--- src/rtl/alu24_muldiv_seq_if.sv ---
// Bus between the control unit, the shared 24-bit ALU and the mul/div sequencer.
// Handshake: Start is a one-cycle request taken only while Busy is low;
// Done pulses once per accepted request, and results stay valid until the next accepted Start.
interface alu24_muldiv_seq_if;
    logic        Start;
    logic        OpDiv;
    logic [23:0] OperandA;
    logic [23:0] OperandB;
    logic        Busy;
    logic        Done;
    logic [23:0] ResultHi;
    logic [23:0] ResultLo;
    logic        DivZero;
    logic [23:0] AluA;
    logic [23:0] AluB;
    logic        AluBNegate;
    logic [1:0]  AluOp;
    logic [23:0] AluResult;
    logic        AluCarryOut;
    logic [1:0]  DbgState;

    modport master (
        output Start, OpDiv, OperandA, OperandB, AluResult, AluCarryOut,
        input  Busy, Done, ResultHi, ResultLo, DivZero,
        input  AluA, AluB, AluBNegate, AluOp, DbgState
    );

    modport slave (
        input  Start, OpDiv, OperandA, OperandB, AluResult, AluCarryOut,
        output Busy, Done, ResultHi, ResultLo, DivZero,
        output AluA, AluB, AluBNegate, AluOp, DbgState
    );
endinterface

--- src/rtl/alu24_muldiv_seq.sv ---
// Sequential unsigned 24x24 multiply (shift-add) and 24/24 divide (restoring),
// issuing one add/subtract per cycle to the shared ripple ALU.
module alu24_muldiv_seq (
    input  logic               Clock,
    input  logic               ResetN,
    alu24_muldiv_seq_if.slave  bus
);
    localparam logic [1:0] S_IDLE = 2'd0;
    localparam logic [1:0] S_RUN  = 2'd1;
    localparam logic [1:0] S_DONE = 2'd2;

    logic [1:0]  r_state;
    logic [4:0]  r_cnt;
    logic        r_op_div;
    logic        r_div_zero;
    logic [23:0] r_hi;
    logic [23:0] r_lo;
    logic [23:0] r_m;

    logic [23:0] w_alu_a;
    logic [23:0] w_alu_b;
    logic        w_alu_neg;
    logic [23:0] w_t;
    logic [24:0] w_sum;
    logic [24:0] w_mul_s;
    logic        w_take;

    // Divide: shifted partial remainder; Msb set means T already exceeds any 24-bit divisor.
    assign w_t     = {r_hi[22:0], r_lo[23]};
    assign w_take  = r_hi[23] | bus.AluCarryOut;
    assign w_sum   = {bus.AluCarryOut, bus.AluResult};
    assign w_mul_s = r_lo[0] ? w_sum : {1'b0, r_hi};

    always_comb begin
        w_alu_a   = 24'd0;
        w_alu_b   = 24'd0;
        w_alu_neg = 1'b0;
        if (r_state == S_RUN) begin
            if (r_op_div) begin
                w_alu_a   = w_t;
                w_alu_b   = r_m;
                w_alu_neg = 1'b1;
            end else begin
                w_alu_a   = r_hi;
                w_alu_b   = r_m;
                w_alu_neg = 1'b0;
            end
        end
    end

    always_ff @(posedge Clock or negedge ResetN) begin
        if (!ResetN) begin
            r_state    <= S_IDLE;
            r_cnt      <= 5'd0;
            r_op_div   <= 1'b0;
            r_div_zero <= 1'b0;
            r_hi       <= 24'd0;
            r_lo       <= 24'd0;
            r_m        <= 24'd0;
        end else begin
            case (r_state)
                S_IDLE: begin
                    if (bus.Start) begin
                        r_cnt      <= 5'd0;
                        r_op_div   <= bus.OpDiv;
                        r_div_zero <= 1'b0;
                        if (!bus.OpDiv) begin
                            r_hi    <= 24'd0;
                            r_lo    <= bus.OperandB;
                            r_m     <= bus.OperandA;
                            r_state <= S_RUN;
                        end else if (bus.OperandB == 24'd0) begin
                            r_hi       <= bus.OperandA;
                            r_lo       <= 24'hFFFFFF;
                            r_m        <= 24'd0;
                            r_div_zero <= 1'b1;
                            r_state    <= S_DONE;
                        end else begin
                            r_hi    <= 24'd0;
                            r_lo    <= bus.OperandA;
                            r_m     <= bus.OperandB;
                            r_state <= S_RUN;
                        end
                    end
                end
                S_RUN: begin
                    if (r_op_div) begin
                        if (w_take) begin
                            r_hi <= bus.AluResult;
                            r_lo <= {r_lo[22:0], 1'b1};
                        end else begin
                            r_hi <= w_t;
                            r_lo <= {r_lo[22:0], 1'b0};
                        end
                    end else begin
                        r_hi <= w_mul_s[24:1];
                        r_lo <= {w_mul_s[0], r_lo[23:1]};
                    end
                    if (r_cnt == 5'd23) begin
                        r_state <= S_DONE;
                    end else begin
                        r_cnt <= r_cnt + 5'd1;
                    end
                end
                S_DONE: begin
                    r_state <= S_IDLE;
                end
                default: begin
                    r_state <= S_IDLE;
                end
            endcase
        end
    end

    assign bus.Busy       = (r_state != S_IDLE);
    assign bus.Done       = (r_state == S_DONE);
    assign bus.ResultHi   = r_hi;
    assign bus.ResultLo   = r_lo;
    assign bus.DivZero    = r_div_zero;
    assign bus.AluA       = w_alu_a;
    assign bus.AluB       = w_alu_b;
    assign bus.AluBNegate = w_alu_neg;
    assign bus.AluOp      = 2'b10;
    assign bus.DbgState   = r_state;
endmodule

--- src/flat_wrapper.sv ---
// flat-port wrapper written by rule: the top's interface ports become plain ports
module alu24_muldiv_seq_flat 
  (Clock, ResetN, bus_Start, bus_OpDiv, bus_OperandA, bus_OperandB, bus_AluResult, bus_AluCarryOut, bus_Busy, bus_Done, bus_ResultHi, bus_ResultLo, bus_DivZero, bus_AluA, bus_AluB, bus_AluBNegate, bus_AluOp, bus_DbgState);
  alu24_muldiv_seq_if bus_i ();
  input  logic Clock;
  input  logic ResetN;
  input wire logic [$bits(bus_i.Start)-1:0] bus_Start;
  input wire logic [$bits(bus_i.OpDiv)-1:0] bus_OpDiv;
  input wire logic [$bits(bus_i.OperandA)-1:0] bus_OperandA;
  input wire logic [$bits(bus_i.OperandB)-1:0] bus_OperandB;
  input wire logic [$bits(bus_i.AluResult)-1:0] bus_AluResult;
  input wire logic [$bits(bus_i.AluCarryOut)-1:0] bus_AluCarryOut;
  output wire logic [$bits(bus_i.Busy)-1:0] bus_Busy;
  output wire logic [$bits(bus_i.Done)-1:0] bus_Done;
  output wire logic [$bits(bus_i.ResultHi)-1:0] bus_ResultHi;
  output wire logic [$bits(bus_i.ResultLo)-1:0] bus_ResultLo;
  output wire logic [$bits(bus_i.DivZero)-1:0] bus_DivZero;
  output wire logic [$bits(bus_i.AluA)-1:0] bus_AluA;
  output wire logic [$bits(bus_i.AluB)-1:0] bus_AluB;
  output wire logic [$bits(bus_i.AluBNegate)-1:0] bus_AluBNegate;
  output wire logic [$bits(bus_i.AluOp)-1:0] bus_AluOp;
  output wire logic [$bits(bus_i.DbgState)-1:0] bus_DbgState;
  assign bus_i.Start = bus_Start;
  assign bus_i.OpDiv = bus_OpDiv;
  assign bus_i.OperandA = bus_OperandA;
  assign bus_i.OperandB = bus_OperandB;
  assign bus_i.AluResult = bus_AluResult;
  assign bus_i.AluCarryOut = bus_AluCarryOut;
  assign bus_Busy = bus_i.Busy;
  assign bus_Done = bus_i.Done;
  assign bus_ResultHi = bus_i.ResultHi;
  assign bus_ResultLo = bus_i.ResultLo;
  assign bus_DivZero = bus_i.DivZero;
  assign bus_AluA = bus_i.AluA;
  assign bus_AluB = bus_i.AluB;
  assign bus_AluBNegate = bus_i.AluBNegate;
  assign bus_AluOp = bus_i.AluOp;
  assign bus_DbgState = bus_i.DbgState;
  alu24_muldiv_seq u_core (.Clock(Clock), .ResetN(ResetN), .bus(bus_i));
endmodule
--- config.mk ---
export PLATFORM = sky130hd
export DESIGN_NAME = alu24_muldiv_seq_flat
export DESIGN_NICKNAME = d
export VERILOG_FILES = /design/src/rtl/alu24_muldiv_seq_if.sv /design/src/rtl/alu24_muldiv_seq.sv /design/src/flat_wrapper.sv
export SDC_FILE = /design/constraint.sdc
export NUM_CORES = 1
export LEC_CHECK = 0
export BUFFER_PORTS_ARGS = -buffer_cell sky130_fd_sc_hd__buf_2
export CORE_ASPECT_RATIO = 1.25
export CORE_MARGIN = 8
export CORE_UTILIZATION = 55
export DETAILED_ROUTE_END_ITERATION = 8
export MAX_ROUTING_LAYER = met4
export PLACE_DENSITY = 0.84
export SLEW_MARGIN = 20
export SYNTH_ARGS = -nofsm -noshare
export SYNTH_HDL_FRONTEND = slang
export SYNTH_SLANG_ARGS = --single-unit
export TNS_END_PERCENT = 1
--- constraint.sdc ---
create_clock -name Clock -period 3.31 [get_ports Clock]
set_clock_uncertainty 0.1 [all_clocks]
set_input_delay 0.4965 -clock Clock [delete_from_list [all_inputs] [get_ports Clock]]
set_output_delay 0.4965 -clock Clock [all_outputs]
set_load 0.005 [all_outputs]
### Word-level counts from Yosys, hierarchy flattened

Cells that the tools add are included.
Widths: inputs -> output; s select.

* register bits: 81
* input port bits: 77

* $add $sub $neg: 1
* equality and inequality tests: 6
* multiplexer cells: 30
* bitwise logic cells: 1
* reductions and logical operators: 8

Operators by type and width (number)
* $mux 24: 14
* $pmux 24 s2: 2
* $mux 25: 1
* $logic_not 24->1: 1
* $mux 5: 2
* $pmux 5 s2: 1
* $mux 2: 4
* $ne 2x2->1 const B: 3
* $reduce_and 2->1: 3
* $add 5x1->5 const B: 1
* $eq 5x5->1 const B: 1
* $mux 1: 5
* $pmux 2 s2: 1
* $reduce_bool 2->1: 2
* $reduce_and 3->1: 1
* $eq 2x1->1 const B: 1
* $eq 2x2->1 const B: 1
* $logic_not 2->1: 1
* $or 1x1->1: 1

### Logic depth before layout (Yosys ltp)

Gate-level depths: netlist (run 1).

* depth in word-level cells: 5
* gate-level depth with buffers: 7

### Worst setup path after synthesis (run 1)

OpenSTA, ideal clock, no wires.

* path type: reg-to-output
* start: register u_core.r_state[0] (netlist: u_core.bus.DbgState[0])
* end: output bus_AluB[13]
* data arrival time: 1345 ps
* required time: 2714 ps
* slack: 1369 ps
* cell stages (with the launch flop): 6
* path buffers: 3
* cell sequence: dfrtp_1 -> nor2b_1 -> clkbuf_2 -> clkbuf_1 -> clkbuf_1 -> and2_1

* longest elaborated chain between the ends: 2

RTL lines
* start: declaration: line alu24_muldiv_seq.sv:12 `logic [1:0] r_state;`
* start signal: assignment: line alu24_muldiv_seq.sv:53 `r_state <= S_IDLE;`
* start signal: assignment: line alu24_muldiv_seq.sv:71 `r_state <= S_RUN;`
* start signal: assignment: line alu24_muldiv_seq.sv:77 `r_state <= S_DONE;`
* $eq 2x1->1: line alu24_muldiv_seq.sv:38 `if (r_state == S_RUN) begin`
* $mux 24: line alu24_muldiv_seq.sv:38
* end: declaration: line flat_wrapper.sv:19 `output wire logic [$bits(bus_i.AluB)-1:0] bus_AluB;`

No other way between the ends.

### Final worst setup path (run 1)

* start: register u_core.r_state[1] (netlist: u_core.bus.DbgState[1])
* end: output bus_AluA[6]

* longest elaborated chain between the ends: 2

RTL lines
* $eq 2x1->1: line alu24_muldiv_seq.sv:38
* $mux 24: line alu24_muldiv_seq.sv:38
* end: declaration: line flat_wrapper.sv:18 `output wire logic [$bits(bus_i.AluA)-1:0] bus_AluA;`

No other way between the ends.

==> qor.csv, run 1 <==
stage,metric,value,unit
finish,Finished Cell Area,6510,um2
clocking,clk_lat worst skew,0.33,ns
sta,# setup viols final,0,
drt,antenna-violating nets left,0,
floorplanning,I/O Pins,181,
placement,placed cell area,6200,um2
setup_path,CP max stage cell,nand2b_2,
yosys,mapped cell area,5310,um2
sta,post-route setup TNS,0,ns
yosys,cell count after synthesis,548,
grt,M2 GR Usage,40.1,%
clocking,CTS tree,built,
yosys,number of distinct library cells after synthesis,36,
floorplanning,Initial Util,55.9,%
sta,"Slew Viols, Final",0,
grt,initial antenna violation count,1,
setup_path,critical setup path kind,reg2out,
drt,detailed-route wire length,16.9,mm
placement,global placement routability congestion,0.896,
yosys,"EDFF count, synth",0,
pwr,power density cells,996,nW/um2
drt,drt via density,6.11,
yosys,synth top area cells,"dfrtp_1, mux2i_1, mux2_2, o21ai_0, a21oi_1",
sta,crit path time final,2.64,ns
drt,DR DRC count,0,
clocking,Bufs on Longest Clock Path,2,
placement,dpl hpwl,12.3,mm
floorplanning,chip width,104,um
yosys,Main synth FF type,dfrtp_1,
status,outcome,"complete, no violations",
setup_path,Crit Reg-Reg Startpoint,u_core.r_op_div,
floorplanning,die area,13100,um2
clocking,clock root buffer,clkbuf_16,
finish,layout cells sized above 1,36.9,%
grt,grt ovf,0,
yosys,post-synth top area share,38.2,%
finish,Finished Layout Cells,827,
finish,fillcell total,767,
setup_path,CP arrival,2.05,ns
yosys,xor/xnor share of the synthesized area,0.330,%
clocking,clock sink total,81,
placement,pre-CTS setup slack,1.01,ns
worst_hold_path,Hold Crit Class,in2async,
setup_path,origin of the worst setup path,u_core.bus.DbgState[1],
grt,met1 usage,29.9,%
yosys,Mapped Avg Cell Area,9.69,um2
pwr,maximum vdd ir drop,0.491,mV
finish,"Core Util, Final",68.4,%
grt,first-pass GRT wire length,27.0,mm
yosys,yosys warns,0,
flow_run,max-cap viol count,0,
clocking,H-tree depth,3,
yosys,Syn Nets,626,
setup_path,CP peak stage delay,0.87,ns
floorplanning,Site Rows,40,
grt,vias in the first global route,5265,
yosys,Post-synth top cells,"mux2i_1, dfrtp_1, o21ai_0",
yosys,combinational family with the most area after synthesis,multiplexers,
setup_path,Critical Path RT,2.71,ns
sta,Max-slew headroom,30.6,%
finish,Syn-to-layout area delta,22.5,%
yosys,number of synthesized register bits,81,
yosys,register area share after synthesis,38.2,%
setup_path,worst-path maximum fanout,51,
drt,drt pass-1 iters,5,
floorplanning,die height,126,um
yosys,Post-Synth Simple-Gate Area,10.8,%
sta,RSZ-0062 raised after global routing,false,
clocking,CTS Buf Count,9,
placement,I/O Buffers,178,
drt,Via Count,5054,
clocking,postcts setup bufs,0,
grt,largest net degree at the start of global routing,84,
sta,Worst-Margin Slew,1.04,ns
sta,Min Hold Slack,0.119,ns
setup_path,crit end category,primary output,
setup_path,worst path cell trace,nand2b_2 -> nor2_1 -> buf_2,
grt,global routing usage on met3,5.46,%
placement,placed cell count,810,
floorplanning,core outline area,9510,um2
sta,Final WS setup,0.667,ns
yosys,Synth async-reset ratio,100,%
yosys,adder-cell share of the synthesized area,0.236,%
drt,Starting DRT DRC Count,312,
clocking,# hold bufs at CTS,0,
pwr,total power,6.48,mW
grt,GRT Total Usage,25.7,%
sta,"Hold Vio Cnt, Final",0,
yosys,post-synthesis compound-gate area fraction,17.5,%
setup_path,CP Launch Type,register,
clocking,Clock transition at path regs,0.06,ns
yosys,Synth area leader,dfrtp_1,
drt,DR WL/cell,20.4,um
yosys,post-synthesis mux area share,28.1,%
grt,busiest layer in global routing,met2,
yosys,"count leader, synth",mux2i_1,
sta,Fmax,0.378,GHz
pwr,P_leak,3.13,nW
clocking,post-cts repair resize count,0,
finish,# nets final,773,
sta,period utilisation layout,79.8,%
critical path: cells and delay by family, from the launching register on:
family	cells	cell delay [ns]
and+or+nand+nor	2	1.03
DFF	1	0.49
buffers and inverters	1	0.18
metal layers:
layer  share of wire [%]  wire length (um)
met1                  40              6810
met2                  48              8180
met3                 6.8              1160
met4                 4.5               753
met5                   0                 0
cell usage in the layout, fill, tap and decap left out, drive strengths merged, types with 4 or more instances in the layout:
cell type / n
and2: 26
mux2: 48
mux2i: 95
a21oi: 49
o22ai: 24
nand2: 32
buf: 187
nor4: 4
o21ai: 50
dfrtp: 81
a221o: 24
nand3: 5
clkbuf: 11
nor2: 32
cell families after synthesis:
family / count (synthesis)
adder cells (fa/ha/maj): 1
other: 2
multiplexers: 143
XOR/XNOR: 2
AND/OR/NAND/NOR: 114
flip-flops: 81
AO/OA/AOI/OAI: 152
buffers and inverters: 53
final timing paths:
kind | end | slack (ns) | cells after the start
max | bus_AluA[6] | 0.67 | 3
min | u_core.bus.ResultHi[23] | 0.12 | 1
max reg2reg | u_core.bus.ResultHi[23] | 1.02 | 3
min reg2reg | u_core.r_m[3] | 0.37 | 2
max in group asynchronous | u_core.bus.ResultHi[17] | 2.28 | 2
min in group Clock | u_core.bus.ResultHi[4] | 0.35 | 2
power breakdown:
group          switching, mW  leakage [nW]  internal [mW]
registers              0.751         0.950           1.49
clock network          0.399         0.142          0.603
logic                   1.51          2.04           1.73
sequential cells by signal (all words and copies together), names as in the netlist:
name and cells:
u_core.r_m 24, u_core.bus.DivZero 1, u_core.bus.DbgState 2, u_core.bus.ResultHi 24, u_core.bus.ResultLo 24, u_core.r_op_div 1, u_core.r_cnt 5
cell type report:
type / instances / area, um2 / share of cell area [%]
Multi-Input combinational cell: 414 / 3050 / 46.8
Tap cell: 126 / 158 / 2.42
Timing Repair Buffer: 187 / 961 / 14.8
Clock buffer: 11 / 243 / 3.73
Inverter: 2 / 7.51 / 0.115
Sequential cell: 81 / 2030 / 31.2
Antenna cell: 1 / 2.50 / 0.0385
Clock inverter: 5 / 55.1 / 0.846
(Power assumes the default switching activity.)
==> run 2, diff against run 1 <==
CORE_UTILIZATION = 46   (was 55)
PLACE_DENSITY = 0.75   (was 0.84)
clock period = 2.2 ns   (was 3.31 ns; I/O delays follow)
==> qor.csv, run 2 (synthesis results as in run 1) <==
stage,metric,value,unit,change
drt,drt via density,5.80,,was 6.11
sta,Min Hold Slack,0.161,ns,was 0.119 ns
drt,Via Count,4959,,was 5054
grt,GRT Total Usage,23.0,%,was 25.7%
sta,period utilisation layout,94.6,%,
placement,dpl hpwl,13.0,mm,was 12.3 mm
pwr,Internal,6.05,mW,was 3.82 mW
drt,DR WL/cell,20.5,um,was 20.4 um
floorplanning,die area,15300,um2,was 13100 um2
sta,Final WS setup,0.119,ns,was 0.667 ns
grt,grt ovf,0,,unchanged
pwr,Clk pwr share,15.7,%,was 15.5%
sta,# setup viols final,0,,unchanged
clocking,CTS tree,built,,unchanged
clocking,CTS Buf Count,9,,unchanged
pwr,sw power,4.03,mW,was 2.66 mW
setup_path,CP arrival,2.15,ns,was 2.05 ns
pwr,power density cells,1500,nW/um2,was 996 nW/um2
placement,I/O Buffers,178,,unchanged
finish,# nets final,789,,was 773
placement,placed cell area,6360,um2,was 6200 um2
grt,first-pass GRT wire length,27.1,mm,was 27.0 mm
clocking,H-tree depth,3,,unchanged
finish,"Core Util, Final",58.8,%,was 68.4%
sta,Max-slew headroom,26.3,%,was 30.6%
floorplanning,I/O Pins,181,,unchanged
floorplanning,Initial Util,46.4,%,was 55.9%
setup_path,worst-path maximum fanout,23,,was 51
sta,Worst-Margin Slew,1.11,ns,was 1.04 ns
finish,area of the multi-input gates,3060,um2,was 3050 um2
clocking,clock sink total,81,,unchanged
sta,RSZ-0062 raised after global routing,true,,was false
sta,"Slew Viols, Final",0,,unchanged
setup_path,CP Launch Type,register,,unchanged
floorplanning,core outline area,11500,um2,was 9510 um2
sta,Fmax,0.481,GHz,
finish,fillcell total,1028,,was 767
grt,largest net degree at the start of global routing,53,,was 84
pwr,combinational power share,53.4,%,was 50.0%
status,outcome,"complete, no violations",,unchanged
setup_path,critical setup path kind,reg2reg,,was reg2out
placement,pre-CTS setup slack,0.0712,ns,was 1.01 ns
sta,crit path time final,2.08,ns,
worst_hold_path,Hold Crit Class,in2reg,,was in2async
placement,placed cell count,832,,was 810
grt,vias in the first global route,5098,,was 5265
grt,initial antenna violation count,1,,unchanged
drt,antenna-violating nets left,0,,unchanged
clocking,Clock transition at path regs,0.06,ns,about the same
finish,most frequent cells in the layout,"buf_2, mux2i_1, dfrtp_1",,unchanged
floorplanning,die height,136,um,was 126 um
floorplanning,chip width,112,um,was 104 um
drt,detailed-route wire length,17.5,mm,was 16.9 mm
finish,Finished Cell Area,6740,um2,was 6510 um2
clocking,clk_lat worst skew,0.33,ns,about the same
finish,Finished Layout Cells,855,,was 827
flow_run,max-cap viol count,0,,unchanged
pwr,P_leak,3.24,nW,was 3.13 nW
pwr,register share of total power,31.0,%,was 34.5%
drt,DR DRC count,0,,unchanged
clocking,clock root buffer,clkbuf_16,,unchanged
finish,Reg area,2030,um2,about the same
drt,Starting DRT DRC Count,266,,was 312
finish,"most common cell after layout, fill and taps aside",buf_2,,unchanged
drt,drt pass-1 iters,5,,unchanged
placement,global placement routability congestion,0.892,,was 0.896
pwr,maximum vdd ir drop,0.696,mV,was 0.491 mV
floorplanning,Site Rows,44,,was 40
clocking,Bufs on Longest Clock Path,2,,unchanged
sta,"Hold Vio Cnt, Final",0,,unchanged
finish,Syn-to-layout area delta,26.8,%,was 22.5%
finish,layout cells sized above 1,37.8,%,was 36.9%
setup_path,Critical Path RT,2.27,ns,was 2.71 ns
pwr,Sw Ratio,39.9,%,was 41.0%
setup_path,crit end category,register,,was primary output
## run 2: cell type report
class	instances	share of cell area [%]
timing repair buffer	203	17.2
multi-input combinational	414	45.4
clock buffer	13	3.57
tap	138	2.56
clock inverter	3	0.966
antenna	1	0.0372
sequential	81	30.2
inverter	2	0.111
## run 2: metrics by stage
step | power (mW) | TNS [ns]
2_1_floorplan | 6.26 | 0
3_3_place_gp | 8.22 | 0
3_5_place_dp | 8.41 | 0
4_1_cts | 10.0 | 0
5_1_grt | 10.8 | -0.0173
6_report | 10.1 | 0
## run 2: per-layer routing
metal	track usage [%]	wire, um	vias to the layer above
met1	26.2	6840	2379
met5	-	0	-
met2	38.7	8950	188
met3	5.02	1230	43
met4	9.09	493	0
li1	-	-	2349
## run 2: critical path, stage by stage, from the launching register on
cell     delay, ns
dfrtp_1       0.48
nor2_1        0.21
nand2_1       0.12
a21oi_2       0.81
a21oi_1       0.19
## run 2: worst paths after layout
check | from | to | slack (ns) | cells past startpoint
worst max-delay path | u_core.bus.DbgState[0] | u_core.bus.ResultLo[22] | 0.12 | 4
worst min-delay path | bus_OperandA[22] | u_core.bus.ResultHi[22] | 0.16 | 2
worst max register to register | u_core.bus.DbgState[0] | u_core.bus.ResultLo[22] | 0.12 | 4
worst min register to register | u_core.r_m[3] | u_core.r_m[3] | 0.37 | 2
max in group asynchronous | ResetN | u_core.bus.ResultHi[6] | 0.91 | 3
min in group asynchronous | ResetN | u_core.r_m[15] | 0.46 | 2
## run 2: repair_timing
item	4_1_cts	5_1_grt
buffers inserted	1	4
hold buffers	1	0
gates resized for setup	1	3
endpoints found under the setup margin	20	42
hold endpoints to repair	42	0
## run 2: power groups by stage
stage | logic [mW] | registers, mW | clock network, mW
after detailed placement | 5.26 | 3.15 | 0
after CTS | 5.35 | 3.10 | 1.60
after global placement | 5.12 | 3.10 | 0
after floorplan | 3.42 | 2.84 | 0
final | 5.38 | 3.12 | 1.58
after global routing | 5.95 | 3.23 | 1.66
